===== config.mk =====
export PLATFORM = sky130hd
export DESIGN_NAME = input_conditioner
export DESIGN_NICKNAME = d
export VERILOG_FILES = /design/src/rtl/input_conditioner.sv
export SDC_FILE = /design/constraint.sdc
export NUM_CORES = 1
export LEC_CHECK = 0
export BUFFER_PORTS_ARGS = -buffer_cell sky130_fd_sc_hd__buf_2
export CAP_MARGIN = 25
export CORE_MARGIN = 8
export CORE_UTILIZATION = 24
export DETAILED_ROUTE_END_ITERATION = 6
export SYNTH_ARGS = -nofsm -noshare
export SYNTH_HDL_FRONTEND = slang
export SYNTH_SLANG_ARGS = --single-unit

===== constraint.sdc =====
create_clock -name clk -period 5.83 [get_ports clk]
set_input_delay 0.2915 -clock clk [delete_from_list [all_inputs] [get_ports clk]]
set_output_delay 0.2915 -clock clk [all_outputs]
set_load 0.01 [all_outputs]

===== src/rtl/input_conditioner.sv =====
// Debounces six asynchronous user inputs and latches a one-hot row/column selection from the switches.
// Optional macro FIRE_AUTOREPEAT_EN adds a periodic fire_pulse while fire stays held.

module ic_debounce #(
  parameter int DB_CYCLES = 1000000,
  parameter int CNT_W     = 20
) (
  input  logic clk,
  input  logic reset,
  input  logic raw,
  output logic db
);
  logic [1:0]       sync_q, sync_d;
  logic             stable_q, stable_d;
  logic [CNT_W-1:0] cnt_q, cnt_d;

  always_comb begin
    sync_d   = {sync_q[0], raw};
    stable_d = stable_q;
    cnt_d    = '0;
    if (sync_q[1] != stable_q) begin
      if (cnt_q == CNT_W'(DB_CYCLES - 1)) stable_d = sync_q[1];
      else                                cnt_d    = cnt_q + 1'b1;
    end
  end

  always_ff @(posedge clk) begin
    if (reset) begin
      sync_q   <= '0;
      stable_q <= 1'b0;
      cnt_q    <= '0;
    end else begin
      sync_q   <= sync_d;
      stable_q <= stable_d;
      cnt_q    <= cnt_d;
    end
  end

  assign db = stable_q;
endmodule

module input_conditioner #(
  parameter int DB_CYCLES     = 1000000,
  parameter int CNT_W         = 20,
  parameter int REPEAT_CYCLES = 50000000
) (
  input  logic       clk,
  input  logic       reset,
  input  logic       fire_btn_raw,
  input  logic [3:0] sw_raw,
  input  logic       nrow_raw,
  output logic       fire_pulse,
  output logic [3:0] sw_db,
  output logic       nrow_db,
  output logic [3:0] row_sel,
  output logic [3:0] col_sel,
  output logic       sel_error
);
  localparam int NUM_CH = 6;

  if (DB_CYCLES < 1 || REPEAT_CYCLES < 1 || (DB_CYCLES - 1) >= (64'd1 << CNT_W)) begin : g_bad_cfg
    $error("input_conditioner: invalid DB_CYCLES/CNT_W/REPEAT_CYCLES");
  end

  // channel order: {fire, nrow, sw[3:0]}
  logic [NUM_CH-1:0] raw_vec, db_vec;
  assign raw_vec = {fire_btn_raw, nrow_raw, sw_raw};

  for (genvar i = 0; i < NUM_CH; i++) begin : g_ch
    ic_debounce #(.DB_CYCLES(DB_CYCLES), .CNT_W(CNT_W)) u_db (
      .clk   (clk),
      .reset (reset),
      .raw   (raw_vec[i]),
      .db    (db_vec[i])
    );
  end

  logic       fire_db, one_hot;
  logic       fire_prev_q, fire_prev_d;
  logic       fire_pulse_q, fire_pulse_d;
  logic       sel_error_q, sel_error_d;
  logic [3:0] row_sel_q, row_sel_d, col_sel_q, col_sel_d;

  assign sw_db   = db_vec[3:0];
  assign nrow_db = db_vec[4];
  assign fire_db = db_vec[5];
  assign one_hot = (sw_db != 4'b0) && ((sw_db & (sw_db - 4'd1)) == 4'b0);

`ifdef FIRE_AUTOREPEAT_EN
  localparam int RPT_W = (REPEAT_CYCLES > 1) ? $clog2(REPEAT_CYCLES) : 1;
  logic [RPT_W-1:0] rpt_cnt_q, rpt_cnt_d;
  logic             rpt_hit;

  assign rpt_hit = (rpt_cnt_q == RPT_W'(REPEAT_CYCLES - 1));

  // Count restarts at the initial pulse so repeats land every REPEAT_CYCLES after it.
  always_comb begin
    rpt_cnt_d = '0;
    if (fire_db && fire_prev_q && !rpt_hit) rpt_cnt_d = rpt_cnt_q + 1'b1;
  end

  always_ff @(posedge clk) begin
    if (reset) rpt_cnt_q <= '0;
    else       rpt_cnt_q <= rpt_cnt_d;
  end
`endif

  always_comb begin
    fire_prev_d  = fire_db;
`ifdef FIRE_AUTOREPEAT_EN
    fire_pulse_d = fire_db && (!fire_prev_q || rpt_hit);
`else
    fire_pulse_d = fire_db && !fire_prev_q;
`endif
    sel_error_d  = !one_hot;
    row_sel_d    = row_sel_q;
    col_sel_d    = col_sel_q;
    if (one_hot) begin
      if (nrow_db) col_sel_d = sw_db;
      else         row_sel_d = sw_db;
    end
  end

  always_ff @(posedge clk) begin
    if (reset) begin
      fire_prev_q  <= 1'b0;
      fire_pulse_q <= 1'b0;
      sel_error_q  <= 1'b1;
      row_sel_q    <= '0;
      col_sel_q    <= '0;
    end else begin
      fire_prev_q  <= fire_prev_d;
      fire_pulse_q <= fire_pulse_d;
      sel_error_q  <= sel_error_d;
      row_sel_q    <= row_sel_d;
      col_sel_q    <= col_sel_d;
    end
  end

  assign fire_pulse = fire_pulse_q;
  assign sel_error  = sel_error_q;
  assign row_sel    = row_sel_q;
  assign col_sel    = col_sel_q;
endmodule


# Yosys cells after proc, flatten, opt, wreduce, memory -nomap -nowiden
# Index checks and enable logic that the tools add are counted.
[op_classes]
shift = 0
mux = 0
bitwise = 8
div_mod_pow = 0
addsub = 7
n_reduce_logical = 20
n_mul = 0
order_cmp = 0
n_eq_ne = 12
[op_table]
columns = ["op", "n"]
rows = [
  ["20-bit by 1-bit adder with 20-bit output, second input constant", 6],
  ["20-bit equality test, second input constant", 6],
  ["3-bit OR reduction", 6],
  ["2-bit AND reduction", 8],
  ["1-bit NOT", 7],
  ["1-bit != test", 6],
  ["4-bit AND", 1],
  ["4-bit logical NOT", 1],
  ["4-bit nonzero test", 1],
  ["4-bit by 1-bit subtractor with 4-bit output, second input constant", 1],
  ["1-bit logical AND", 2],
  ["1-bit logical NOT", 2],
]
[word_totals]
inputBits = 8
register_bits = 149
mem_count = 0
ram_bits = 0
latchBits = 0
mem_bits_ro = 0

# Longest topological paths before layout
[depth]
word_depth = 5
mapped_depth = 7
ltp_nobuf = 5

# Cells and area by module
# From an unflattened synthesis, not the netlist that was laid out.
[unflattened]
hier_cells = 706
hier_area_um2 = 6616.3
[by_module_without_submodules]
columns = ["module", "cells_per_inst", "n_inst", "seq_area_each_um2", "area_each_um2"]
rows = [
  ["ic_debounce", 109, 6, 460.4, 1013.5],
  ["input_conditioner", 52, 1, 220.2, 535.5],
]

# Worst setup path after synthesis
# No wires, ideal clock.
[synth_timing]
path_type = "register to register"
startpoint = "register g_ch[0].u_db.cnt_q[0]"
endpoint = "register g_ch[0].u_db.cnt_q[18]"
t_required_ns = 5.760
arrival_time_ns = 1.877
setup_slack_ns = 3.883
synth_period_minus_slack_ns = 1.947
path_stages_with_launch = 7
cell_sequence = "dfxtp_1 > ha_1 > nand2_1 > or4_1 > buf_2 > or4_1 > a21oi_1"
[synth_via]
elab_chain_len = 2
word_cells_on_any_way = 3
[synth_rtl]
columns = ["item", "line", "source"]
rows = [
  ["start: declaration", "15", "logic [CNT_W-1:0] cnt_q, cnt_d;"],
  ["start signal: assignment", "35", "cnt_q <= cnt_d;"],
  ["branches (longest 2 deep; another with 20-bit by 1-bit adder with 20-bit output)", "n/a", ""],
]
# Several ways; the timed one is not identified.
# A chain may end at the register's enable or synchronous reset.

# Worst setup path in the final report
[layout_timing]
startpoint = "register g_ch[2].u_db.cnt_q[9]"
endpoint = "register g_ch[2].u_db.cnt_q[12]"
[layout_via]
elab_chain_len = 2
word_cells_on_any_way = 3
[layout_rtl]
columns = ["item", "line"]
rows = [
  ["start: declaration", "15"],
  ["start signal: assignment", "35"],
  ["branches (longest 2 deep; another with 20-bit by 1-bit adder with 20-bit output)", "n/a"],
]
# Several ways; the timed one is not identified.

==> summary.txt <==
Global route
  – Vias in the first global route: about 4800
  – Antenna violations before repair: 0
  – First-pass GRT wire length: around 23000 µm
  – Gr usage total: under 10%
  – Gr ovfl total: 0
  – Largest net degree at the start of global routing: 38

Worst setup path
  – R2R cell count: 5
  – Critical path arrival: ~2500 ps
  – Reg2reg start: g_ch[2].u_db.cnt_q[9]
  – CP Launch Type: flip-flop
  – Crit Path Class: flip-flop to flip-flop
  – Worst Setup EP: g_ch[2].u_db.cnt_q[12]
  – Worst setup path startpoint: g_ch[2].u_db.cnt_q[9]
  – CP endpoint kind: flip-flop
  – RR Endpoint: g_ch[2].u_db.cnt_q[12]
  – Worst path buffer plus inverter count: 1
  – WP data required: roughly 6000 ps
  – Critical path's largest stage delay: 570 ps
  – Crit path max fanout: 17
  – Crit-path cells: or4b_1 > or4_1 > o21ai_1 > buf_4 > nor2_1
  – R2r setup slk: about 3600 ps
  – Max stage delay cell, worst path: or4_1
  – CP delay by family, top: simple AND/OR/NAND/NOR gates
  – Cell depth of the worst setup path: 5

Logic synthesis
  – Count of different cell masters after synthesis: 39
  – Post-synth top area share: between 40% and 50%
  – Cell area after synthesis: around 0.0065 mm²
  – Top cells by count, synth: 149 x dfxtp_1, 100 x nor2_1, 50 x xnor2_1
  – Top-count cell post-synth: dfxtp_1
  – Syn nets: 762
  – Synthesized area per cell: 8.68 µm²
  – Post-Syn Instances: 748
  – Number of synthesized flops with an enable pin: 0
  – Top post-synthesis cells by area: dfxtp_1 46%, xnor2_1 6.7%, nor2_1 5.8%
  – Synth Warn #: 0
  – Yosys reg bits: about 150
  – Cell taking the most area after synthesis: dfxtp_1
  – Asr flop ratio synth: 0%
  – Sequential area share after synthesis: a little under half
  – Most used DFF post-synth: dfxtp_1

Clock tree
  – CTS tree: built
  – Post-cts repair resize count: 0
  – Clk pin slew, worst setup/hold paths: 60 ps
  – Clock tree root driver cell: clkbuf_16
  – Hold-fix buffers at CTS: 0
  – Clock sinks: between 100 and 150
  – # H-tree levels: 4
  – Insertion delay to the later sink of the worst-skew pair: around 420 ps
  – Setup bufs post-CTS: 0
  – Clk buf depth: 2
  – Num CTS Buffers: 17

Floorplanning
  – Core ar.: between 0.02 and 0.03 mm²
  – Starting density of the core: roughly 24%
  – Die X: roughly 180 µm
  – Ports: 23
  – Die area: 0.0326 mm²
  – Die Y: roughly 180 µm
  – Row cnt: 60

Timing
  – Crit share post-route: between 30 and 40%
  – RSZ-0062 raised after global routing: false
  – Clk_skew: 8.51 ps
  – Final Max Slew Viols: 0
  – Worst-margin pin slew: 780 ps
  – Setup TNS: 0 ps
  – Final setup viols: 0
  – Fmax: approximately 450 MHz
  – Final min period: about 2200 ps
  – WHS: between 80 and 90 ps
  – Slew HR: around 48%
  – Final Hold Vio Count: 0

Final layout
  – # diodes: 0
  – Filler Cell Count: 2852
  – Reg area: roughly 0.0030 mm²
  – Area growth, synth to finish: 16.5%
  – Share of cells above drive strength 1: a little under a tenth
  – Multi-input gate area: approximately 0.0033 mm²
  – Layout Nets: 778
  – Final instance count without filler cells: about 1100
  – Design area: about 0.0076 mm²

Power
  – P_int: 1750 µW
  – Pwr dens: between 200 and 300 mW/mm²
  – Clock share of power: 52.5%
  – Switch Pwr: roughly 460 µW
  – Power Total: ~2200 µW
  – Gate power share: 1.0%
  – Reg power frac: a little under half
  – Sw Ratio: about a fifth
  – Leak: approximately 0.0022 µW
  – Max VDD drop: around 0.00018 V

Drt
  – Via Count: between 5000 and 6000
  – Pre-Repair DR Iteration Count: 7
  – Detailed Route Iter0 Violations: about 250
  – DRT antenna net count: 0
  – WL/cell: 11.9 µm
  – DRT Wirelength: ~13000 µm
  – DRC Markers: 0
  – Vias per cell: approximately 4.6

Placed design
  – DP HPWL: just over 9000 µm
  – Placer congestion estimate: roughly 0.8
  – DP Area: slightly below 0.007 mm²
  – Port-buffer cells: 22
  – Placed instance count: ~1100

Worst hold path
  – Hold path cells: 2
  – Hold WC Path Type: input port to flip-flop

Run
  – Maxcap violations: 0

Status
  – Outcome: complete, no violations
[cell type report]
type	count	area share, %
Clock buffer	17	5.62
Tap cell	341	5.64
Clock inverter	15	2.70
Timing Repair Buffer	28	2.05
Multi-Input combinational cell	540	43.2
Inverter	28	1.39
Sequential cell	149	39.4
[logic make-up (layout without fill, tap and decap cells)]
kind of cell / after synthesis / in the layout / share of synthesized area, %
and+or+nand+nor: 351 / 351 / 29.1
DFF: 149 / 149 / 45.9
AOI/OAI and AO/OA: 103 / 103 / 9.23
xor gates and xnor gates: 80 / 80 / 10.8
buffers and inverters: 59 / 88 / 3.76
adders and majority gates: 6 / 6 / 1.16
[cells in the final DEF (no fill, tap or decap), drive strengths merged, types with 7 or more instances in the layout]
cell type  netlist  final
nor2           100    100
or3             27     27
and3             8      8
clkinv           0      7
nor4            18     18
nand4           26     26
or4             24     24
buf             10     28
nand2           40     40
xor2            30     30
a21oi           44     44
dfxtp          149    149
nor3            15     15
nor2b           16     16
o31ai           19     19
inv             28     31
a311oi           8      8
clkbuf          21     17
xnor2           50     50
nand3           41     41
o21ai           30     30
[state kept, by name, indices dropped and copies added, names as in the netlist]
signal	count
g_ch.u_db.db	6
fire_prev_q	1
g_ch.u_db.cnt_q	120
sel_error	1
fire_pulse	1
g_ch.u_db.sync_q	12
col_sel	4
row_sel	4
[worst min path at each step]
stage	start	to	slack, ps
finish	sw_raw[3]	g_ch[3].u_db.sync_q[0]	80
global route	nrow_raw	g_ch[4].u_db.sync_q[0]	70
CTS	sw_raw[3]	g_ch[3].u_db.sync_q[0]	60
detailed placement	fire_prev_q	fire_pulse	380
global placement	fire_prev_q	fire_pulse	370
floorplan	fire_prev_q	fire_pulse	370
[per-layer routing]
metal	wire length, µm	vias to the layer above	global-route usage [%]	share of wire, %
met5	0	-	0	0
met1	6630	2361	10.8	50
li1	-	2693	-	-
met2	5920	82	13.2	45
met4	84	0	3.41	0.63
met3	626	4	2.24	4.7
[through the flow]
step / setup slack (ps) / utilization [%]
floorplan: 3880 / -
global placement: 3740 / 26.0
detailed placement: 3660 / 26.0
CTS: 3640 / 28.3
global route: 3520 / 28.3
finish: 3630 / 28.3
[power by group through the flow]
stage	clock, µW	combinational (µW)	sequential (µW)
CTS	1190	22.7	1030
detailed placement	0	22.6	1050
global route	1230	25.2	1030
finish	1160	21.9	1030
floorplan	0	15.1	1050
global placement	0	22.3	1050
Note: power is estimated with default switching activity, not from simulation.
